===== config.mk =====
export PLATFORM = sky130hd
export DESIGN_NAME = jtcop_snd_map
export DESIGN_NICKNAME = d
export VERILOG_FILES = /design/src/rtl/jtcop_snd_map.sv
export SDC_FILE = /design/constraint.sdc
export NUM_CORES = 1
export LEC_CHECK = 0
export CORE_ASPECT_RATIO = 0.6
export CORE_UTILIZATION = 36
export CTS_CLUSTER_SIZE = 10
export DETAILED_ROUTE_END_ITERATION = 8
export MAX_ROUTING_LAYER = met4
export PLACE_DENSITY = 0.8
export SLEW_MARGIN = 15
export SYNTH_ARGS = -nofsm -noshare
export SYNTH_HDL_FRONTEND = slang
export SYNTH_SLANG_ARGS = --single-unit

===== constraint.sdc =====
create_clock -name clk -period 1.55 [get_ports clk]
set_input_delay 0.155 -clock clk [delete_from_list [all_inputs] [get_ports clk]]
set_output_delay 0.155 -clock clk [all_outputs]
set_load 0.02 [all_outputs]

===== src/rtl/jtcop_snd_map.sv =====
// rtl/jtcop_snd_map.sv - sound CPU chip-select decoder with rotating page map and read-data mux
// Device pages move through NST map states; advance/clear pages step or reset the map.
module jtcop_snd_map #(
    parameter int                          PW        = 5,
    parameter int                          NDEV      = 4,
    parameter int                          STW       = 2,
    parameter logic [(2**STW)*NDEV*PW-1:0] MAP       = {
        5'h1E, 5'h1F, 5'h19, 5'h1C,
        5'h11, 5'h13, 5'h17, 5'h14,
        5'h0C, 5'h09, 5'h0F, 5'h0E,
        5'h07, 5'h06, 5'h01, 5'h03 },
    parameter logic [PW-1:0]               ROM_PAGE  = 5'h00,
    parameter logic [PW-1:0]               RAM_PAGE  = 5'h1F,
    parameter logic [PW-1:0]               ADV_PAGE  = 5'h02,
    parameter logic [PW-1:0]               CLR_PAGE  = 5'h03,
    parameter bit                          ADV_ON_WR = 1'b0,
    parameter bit                          ROT_EN    = 1'b1,
    parameter bit                          ROM_SWZ   = 1'b1
) (
    input  logic                 clk,
    input  logic                 rst,
    input  logic                 sx,
    input  logic                 ce,
    input  logic [PW-1:0]        page,
    input  logic                 wrn,
    input  logic                 rom_ok,
    input  logic [7:0]           rom_data,
    input  logic [7:0]           ram_dout,
    input  logic [NDEV*8-1:0]    dev_dout,
    output logic                 rom_cs,
    output logic                 ram_cs,
    output logic [NDEV-1:0]      dev_cs,
    output logic [7:0]           din,
    output logic                 wait_n,
    output logic [STW-1:0]       map_st
);

    logic            adv_hit;
    logic            clr_hit;
    logic            adv_l;
    logic            clr_l;
    logic [NDEV-1:0] dev_match;
    logic [7:0]      rom_byte;
    logic [7:0]      din_mux;

    // Decode against the map state present at the sx edge.
    always_comb begin
        dev_match = '0;
        for (int d = 0; d < NDEV; d++) begin
            dev_match[d] = (page == MAP[(int'(map_st) * NDEV + d) * PW +: PW]);
        end
    end

    assign rom_byte = ROM_SWZ ? {rom_data[0], rom_data[6:1], rom_data[7]} : rom_data;

    // Descending scan so the lowest-index active device wins.
    always_comb begin
        din_mux = 8'hFF;
        if (rom_cs) begin
            din_mux = rom_byte;
        end
        for (int d = NDEV - 1; d >= 0; d--) begin
            if (dev_cs[d]) begin
                din_mux = dev_dout[d*8 +: 8];
            end
        end
        if (ram_cs) begin
            din_mux = ram_dout;
        end
    end

    always_ff @(posedge clk) begin
        if (rst) begin
            rom_cs  <= 1'b0;
            ram_cs  <= 1'b0;
            dev_cs  <= '0;
            adv_hit <= 1'b0;
            clr_hit <= 1'b0;
            adv_l   <= 1'b0;
            clr_l   <= 1'b0;
            map_st  <= '0;
            din     <= 8'hFF;
            wait_n  <= 1'b1;
        end else begin
            if (sx) begin
                rom_cs  <= (page == ROM_PAGE);
                ram_cs  <= (page == RAM_PAGE);
                dev_cs  <= dev_match;
                adv_hit <= (page == ADV_PAGE) && (!ADV_ON_WR || !wrn);
                clr_hit <= (page == CLR_PAGE);
            end else if (ce) begin
                rom_cs  <= 1'b0;
                ram_cs  <= 1'b0;
                dev_cs  <= '0;
                adv_hit <= 1'b0;
                clr_hit <= 1'b0;
            end

            // Edge detection gives exactly one step per bus cycle.
            adv_l <= adv_hit;
            clr_l <= clr_hit;
            if (!ROT_EN) begin
                map_st <= '0;
            end else if (clr_hit && !clr_l) begin
                map_st <= '0;
            end else if (adv_hit && !adv_l) begin
                map_st <= map_st + 1'b1;
            end

            din    <= din_mux;
            wait_n <= !rom_cs || rom_ok;
        end
    end

endmodule


Word-level counts from Yosys, hierarchy flattened
Cells that the tools add are included.
Word-level totals
  register bits after elaboration: 21
  bits of input ports: 59
  output and inout port bits: 17
  logic and storage cells: 51
Operators by class
  add/sub/neg operators: 4
  multiply operators: 4
  eq/ne operators: 7
  shift-type cells: 4
  multiplexer cells: 13
  reductions and logical operators: 9
Operators by type and width (number)
  80-bit by 9-bit variable part select with 5-bit output, first input constant: 3
  80-bit by 8-bit variable part select with 5-bit output, first input constant: 1
  8-bit two-way mux: 6
  5-bit by 3-bit multiplier with 8-bit output, second input constant: 3
  5-bit == test: 4
  4-bit by 2-bit adder with 5-bit output, second input constant: 2
  5-bit by 2-bit == test with 1-bit output, second input constant: 2
  4-bit two-way mux: 2
  4-bit by 1-bit adder with 5-bit output, second input constant: 1
  5-bit == test, second input constant: 1
  5-bit logical NOT: 1
  2-bit by 3-bit multiplier with 5-bit output, second input constant: 1
  1-bit two-way mux: 5
  1-bit logical NOT: 3
  2-bit by 1-bit adder with 2-bit output, second input constant: 1
  1-bit logical AND: 2
  2-bit nonzero test: 1
  2-bit OR reduction: 1
  1-bit logical OR: 1

Logic depth before layout (Yosys ltp)
Gate-level depths: netlist (run 1).
  depth in word-level cells: 6
  mapped depth: 5
  mapped depth without buffers: 5

Worst setup path after synthesis (run 1)
No wires, ideal clock.
  path type: register to register
  start point: register map_st[0]
  end point: register dev_cs[1]
  setup time: 0.062 ns
  arrival time: 1.572 ns
  data required time: 1.488 ns
  slack: -0.083 ns
  stages on the path, launching flop included: 6
  buffers on the path: 0
  clock period less this slack: 1.633 ns
  cell sequence: dfxtp_1 > inv_1 > ha_1 > or3_1 > nand2_1 > a32o_1
Between the ends
  longest elaborated chain between the ends: 5
RTL lines
  start, declared: RTL line 35  | output logic [STW-1:0] map_st
  start signal, assigned: RTL line 107  | map_st <= map_st + 1'b1;
  4-bit by 1-bit adder with 5-bit output: RTL line 50  | dev_match[d] = (page == MAP[(int'(map_st) * NDEV + d) * PW +: PW]);
  5-bit by 3-bit multiplier with 8-bit output: RTL line 50
  80-bit by 9-bit variable part select with 5-bit output: RTL line 50
  5-bit == test: RTL line 50
  4-bit two-way mux: RTL line 85  | if (sx) begin
  end signal, assigned: RTL line 88  | dev_cs <= dev_match;
  end, declared: RTL line 32  | output logic [NDEV-1:0] dev_cs,
No other way between the ends.
A chain may end at the register's enable or synchronous reset.

Worst setup path after layout (run 1)
  start point: register map_st[0]
  end point: output port map_st[0]
No word-level cell between the ends.

==> results of run 1 <==
path summary, 6_finish.rpt:
kind / endpoint / cells past startpoint
max: map_st[0] / 2
min: wait_n / 3
max reg2reg: dev_cs[1] / 5
min reg2reg: clr_l / 1
logic make-up after synthesis:
logic type      after synthesis  share of synthesized area (%)
flops                        21                           28.6
mux                           1                          0.682
buf+inv                      26                           8.18
fa+ha+maj                     4                           3.41
simple gates                 64                           29.9
compound gates               50                           23.2
xor+xnor                     10                           5.97
critical path: cells and delay by family (launching register included):
family / cells / cell delay, ns
buffers and inverters: 2 / 0.72
DFF: 1 / 0.33
power groups by stage:
stage	sequential [µW]	clock [µW]	combinational [µW]
4_1_cts	547	368	252
3_5_place_dp	560	0	251
5_1_grt	547	402	268
3_3_place_gp	560	0	249
6_report	547	362	252
2_1_floorplan	566	0	63.6
routing by layer:
layer	up-vias	GRT usage [%]	part of all wire, %
met5	-	-	0
met4	0	3.39	0.36
met3	2	4.52	6.7
met2	61	30.6	41
met1	678	30.2	52
li1	776	-	-
cell usage in the layout (no fill, tap or decap), types with 2 or more instances in the layout:
master	Yosys	routed
nand3b_1	8	8
nor3b_2	7	7
nor2_1	5	5
dfxtp_2	0	3
buf_4	0	12
a22o_1	4	4
dlymetal6s2s_1	0	3
nor3_2	2	2
a32o_1	3	3
ha_1	4	4
dfxtp_1	21	18
o21bai_1	7	7
o21ai_0	3	3
nand2_1	5	5
a311o_1	7	7
clkdlybuf4s50_1	0	70
clkbuf_8	0	3
nor2b_1	24	24
xnor2_1	6	6
xor2_1	4	4
inv_1	15	15
a21oi_1	23	23
nand2b_1	2	2
nand3_1	2	2
nor3_1	3	3
registers in the layout (all words and copies together) (netlist names):
name / flops
adv_hit: 1
adv_l: 1
clr_hit: 1
clr_l: 1
dev_cs: 4
din: 8
map_st: 2
ram_cs: 1
rom_cs: 1
wait_n: 1
layout make-up:
class | instances | share of cell area [%]
multi-input combinational | 129 | 39.1
timing repair buffer | 87 | 36.2
sequential | 21 | 17.9
tap | 47 | 2.48
inverter | 15 | 2.38
clock buffer | 4 | 1.90
stage by stage:
stage	worst slack [ns]	power (µW)	util (%)
final	0.0853	1160	62.6
after global routing	0.0453	1220	62.6
after CTS	0.0131	1170	62.4
after detailed placement	0.0224	810	61.2
after global placement	0.0594	808	61.2
after floorplan	0.0447	629	-
==> results_dict.tcl, run 1 <==
set metrics [dict create \
    die-area_um2 4340 \
    stdcell_count 303 \
    ant_nets 0 \
    dieHeight_um 51.5 \
    finalCritPeriodShare_pct 94.5 \
    synth_cell_types 33 \
    switchingPower_uw 266 \
    p_leak_uw 0.000937 \
    cts_buffers 3 \
    yosysTopAreaCell "dfxtp_1" \
    initial_core_util_pct 38.8 \
    pwr-share-clk_pct 31.2 \
    syn_avg_cell_area_um2 8.34 \
    cp_slowest_cell "clkdlybuf4s50_1" \
    finalSetupViolCount 0 \
    synth_nets 239 \
    place_inst 299 \
    route.detailed.drc 5 \
    cts_tree "done" \
    cts_setup_buffers 0 \
    core_um2 3790 \
    cts_num_sinks 21 \
    power.internal_uw 895 \
    io-pin-count 76 \
    peakVddDrop_mv 0.363 \
    grt_first_pass_wirelength_mm 6.80 \
    switching_share_pct 22.9 \
    synthTopCellsByArea "dfxtp_1 29%, nor2b_1 10%, a21oi_1 7.8%" \
    worst_pin_slew_ns 0.501 \
    place_area_um2 2320 \
    fin_area_um2 2370 \
    tns_ns 0 \
    grt_use_total_pct 21.0 \
    seqCellArea_um2 424 \
    diodes 0 \
    grt_setup_unrepaired "false" \
    seqPwrFrac_pct 47.1 \
    hold_violations 0 \
    finalWirelength_mm 4.41 \
    fin_nets 320 \
    end_kind "output port" \
    synth.yosys.seq_area_share_pct 28.6 \
    grt_overflow_total 0 \
    fmax_mhz 683 \
    synth_common_cells "24 x nor2b_1, 23 x a21oi_1, 21 x dfxtp_1" \
    cp_data_arrival_time_ns 1.31 \
    synth.most_common_cell "nor2b_1" \
    r2r_start "map_st[0]" \
    slew_viol_final 0 \
    r2r_setup_slack_ns 0.12 \
    die_x_um 84.4 \
    skew_ns 0.00465 \
    hold_buffers 0 \
    ys_ff_latch 21 \
    gp_congestion 0.867 \
    drt-vias-per-instance 5.01 \
    area_growth_pct 61.4 \
    ctsResizeCount 2 \
    h-tree-depth 1 \
    netlist_instances 176 \
    synth_top_area_share_pct 28.6 \
    critPathKind "reg2out" \
    async_reset_ff_share_pct 0 \
    outcome "finished with violations" \
    maxSlewHeadroom_pct 66.4 \
    violations "design-rule violations" \
    portBuffers 74 \
    crit_chain "buf_4 > clkdlybuf4s50_1" \
    netlist_area_um2 1470 \
    grt_max_degree 19 \
    dr.pass1.iters 6 \
    wl_per_cell_um 14.5 \
    max_stage_delay_ns 0.60 \
    clk_pin_slew_worst_paths_ns 0.08 \
    drt_iter0_drc 81 \
    startpoint "map_st[0]" \
    combPwrFrac_pct 21.7 \
    multi_input_area_um2 927 \
    layout-drive-gt1-share_pct 11.7 \
    fin_hold_ws_ns 0.478 \
    grt_pass1_vias 1399 \
    synth_edf_count 0 \
    antenna_found_initial 0 \
    fillers 338 \
    cp_data_required_time_ns 1.39 \
    min_period_ns 1.46 \
    ctsRootBufferMaster "clkbuf_8" \
    clk_latency_ns 0.26 \
    ys.flop_type "dfxtp_1" \
    synth_warnings 0 \
    min_path_type "in2reg" \
    hold_start "rom_ok" \
    hpwl_mm 3.41 \
    pwr_density_cell_nw_per_um2 490 \
    worstSetupStartpointType "flip-flop" \
    worstPathMaxFanout 4 \
    rows 17 \
    cts_max_path_buffers 2 \
    maxCapViolCount 0 \
    vias 1517 \
]
Note: power is estimated with default switching activity, not from simulation.
==> run 2, diff against run 1 <==
--- a/config.mk
+++ b/config.mk
@@ -6,11 +6,12 @@
 export NUM_CORES = 1
 export LEC_CHECK = 0
 export CORE_ASPECT_RATIO = 0.6
-export CORE_UTILIZATION = 36
+export CORE_UTILIZATION = 40
 export CTS_CLUSTER_SIZE = 10
 export DETAILED_ROUTE_END_ITERATION = 8
+export GPL_TIMING_DRIVEN = 0
 export MAX_ROUTING_LAYER = met4
-export PLACE_DENSITY = 0.8
+export PLACE_DENSITY = 0.84
 export SLEW_MARGIN = 15
 export SYNTH_ARGS = -nofsm -noshare
 export SYNTH_HDL_FRONTEND = slang
==> constraint.sdc (replaced) <==
create_clock -name clk -period 1.67 [get_ports clk]
set_input_delay 0.167 -clock clk [delete_from_list [all_inputs] [get_ports clk]]
set_output_delay 0.167 -clock clk [all_outputs]
set_load 0.02 [all_outputs]
==> run 2 against run 1 <==
Compared with the run above:
- the run now ends clean
- clock power down 6.6%
- sequential cell count unchanged
- die area down 9.7%
- clock-buffer cell count down 1
- highest routed layer unchanged
- largest cell class unchanged
- sequential share of layout area up 0.61 points
- design area down 3.6%
- power down 7.6%
==> results_dict.tcl, run 2 (synthesis gave the netlist of run 1 again) <==
set metrics [dict create \
    initial_core_util_pct 43.4 \
    die-area_um2 3920 \
    dr.pass1.iters 4 \
    ctsRootBufferMaster "clkbuf_8" \
    drt-vias-per-instance 5.28 \
    finalCritPeriodShare_pct 95.9 \
    clk_latency_ns 0.27 \
    utilization_pct 67.5 \
    stdcell_count 296 \
    hold_buffers 0 \
    tns_ns 0 \
    die_x_um 80.2 \
    cp_data_required_time_ns 1.88 \
    wl_per_cell_um 15.5 \
    pwr_density_cell_nw_per_um2 470 \
    cp_data_arrival_time_ns 1.81 \
    gp_congestion 0.874 \
    worstPathMaxFanout 5 \
    grt_pass1_vias 1416 \
    reg_top3 "din (8), dev_cs (4), map_st (2)" \
    grt_first_pass_wirelength_mm 7.13 \
    ant_nets 0 \
    hold_violations 0 \
    regMostFlops "din" \
    largest_reg_flops 8 \
    critPathKind "reg2reg" \
    fin_nets 315 \
    area_growth_pct 55.6 \
    grt_use_total_pct 24.7 \
    cts_max_path_buffers 2 \
    worstSetupStartpointType "flip-flop" \
    maxSlewHeadroom_pct 65.9 \
    route.detailed.drc 0 \
    grt_max_degree 13 \
    fmax_mhz 624 \
    final_common_cell "clkdlybuf4s50_1" \
    grt_overflow_total 0 \
    worst_pin_slew_ns 0.511 \
    finalWirelength_mm 4.58 \
    finalSetupViolCount 0 \
    slew_viol_final 0 \
    diodes 0 \
    layout-drive-gt1-share_pct 9.96 \
    cts_num_sinks 21 \
    vias 1562 \
    cts_tree "done" \
    drt_iter0_drc 140 \
    skew_ns 0.00744 \
    clk_pin_slew_worst_paths_ns 0.08 \
    rows 16 \
    io-pin-count 76 \
    portBuffers 71 \
    final_cell_mix "71 x clkdlybuf4s50_1, 24 x nor2b_1, 23 x a21oi_1" \
    maxCapViolCount 0 \
    h-tree-depth 1 \
    p_leak_uw 0.000842 \
    min_path_type "in2reg" \
    end_kind "flip-flop" \
    hpwl_mm 3.53 \
    grt_setup_unrepaired "false" \
    cts_buffers 3 \
    place_inst 292 \
    peakVddDrop_mv 0.289 \
    core_um2 3380 \
    antenna_found_initial 0 \
    outcome "finished clean" \
    dieHeight_um 48.9 \
    power_uw 1070 \
    min_period_ns 1.60 \
    fillers 281 \
]
## run 2: changes by cell type in the layout (fill, tap and decap cells not counted), moves of 2 or more
cell,delta
buf_4,-12
buf_2,+6
dlymetal6s2s_1,-3
buf_6,+2
clkbuf_1,+2
## run 2: cell type report
cell class / count / area [µm²] / area share [%]
Buffer: 11 / 63.8 / 2.79
Clock buffer: 3 / 41.3 / 1.81
Clock inverter: 1 / 5.00 / 0.219
Inverter: 15 / 56.3 / 2.47
Multi-Input combinational cell: 129 / 927 / 40.6
Sequential cell: 21 / 423 / 18.5
Tap cell: 45 / 56.3 / 2.47
Timing Repair Buffer: 71 / 711 / 31.1
## run 2: power by group
part | switching [µW] | total, µW | leakage (µW) | internal (µW)
Combinational | 77.7 | 226 | 0.000646 | 148
Sequential | 3.28 | 508 | 0.000171 | 505
Clock | 172 | 338 | 0.0000255 | 166
## run 2: what timing repair did
item / in CTS / in global routing
gates resized for setup: 1 / 1
endpoints found under the setup margin: 1 / 1
setup buffers: 0 / 0
gates cloned: 0 / 0
## run 2: worst paths after layout
kind	to	slack (ns)	start	cells past startpoint
setup reg to reg	dev_cs[1]	0.07	map_st[0]	5
hold / removal	ram_cs	0.21	page[2]	3
setup / recovery	dev_cs[1]	0.07	map_st[0]	5
hold reg to reg	clr_l	0.49	clr_hit	1
## run 2: metrics by stage
step	worst slack [ns]	cell area, µm²	hold WS (ns)
2_1_floorplan	0.0367	1470	0.267
3_3_place_gp	0.0829	2230	0.458
3_5_place_dp	0.0763	2230	0.473
4_1_cts	0.0572	2280	0.212
5_1_grt	0.00169	2280	0.242
6_report	0.0685	2280	0.214
## run 2: metal layers
metal  GRT usage (%)  routed length (µm)  up-vias  part of all wire [%]
li1                -                   -      764                     -
met3            5.61                 413        2                   9.0
met1            37.1                2340      717                    51
met4            5.36                  14        0                  0.31
met2            33.2                1810       79                    40
met5               -                   0        -                     0
## run 2: critical path, cell delays in order, from the launching register on
cell,delay [ns]
dfxtp_1,0.44
inv_1,0.11
ha_1,0.39
or3_1,0.38
nand2_1,0.07
a32o_1,0.15
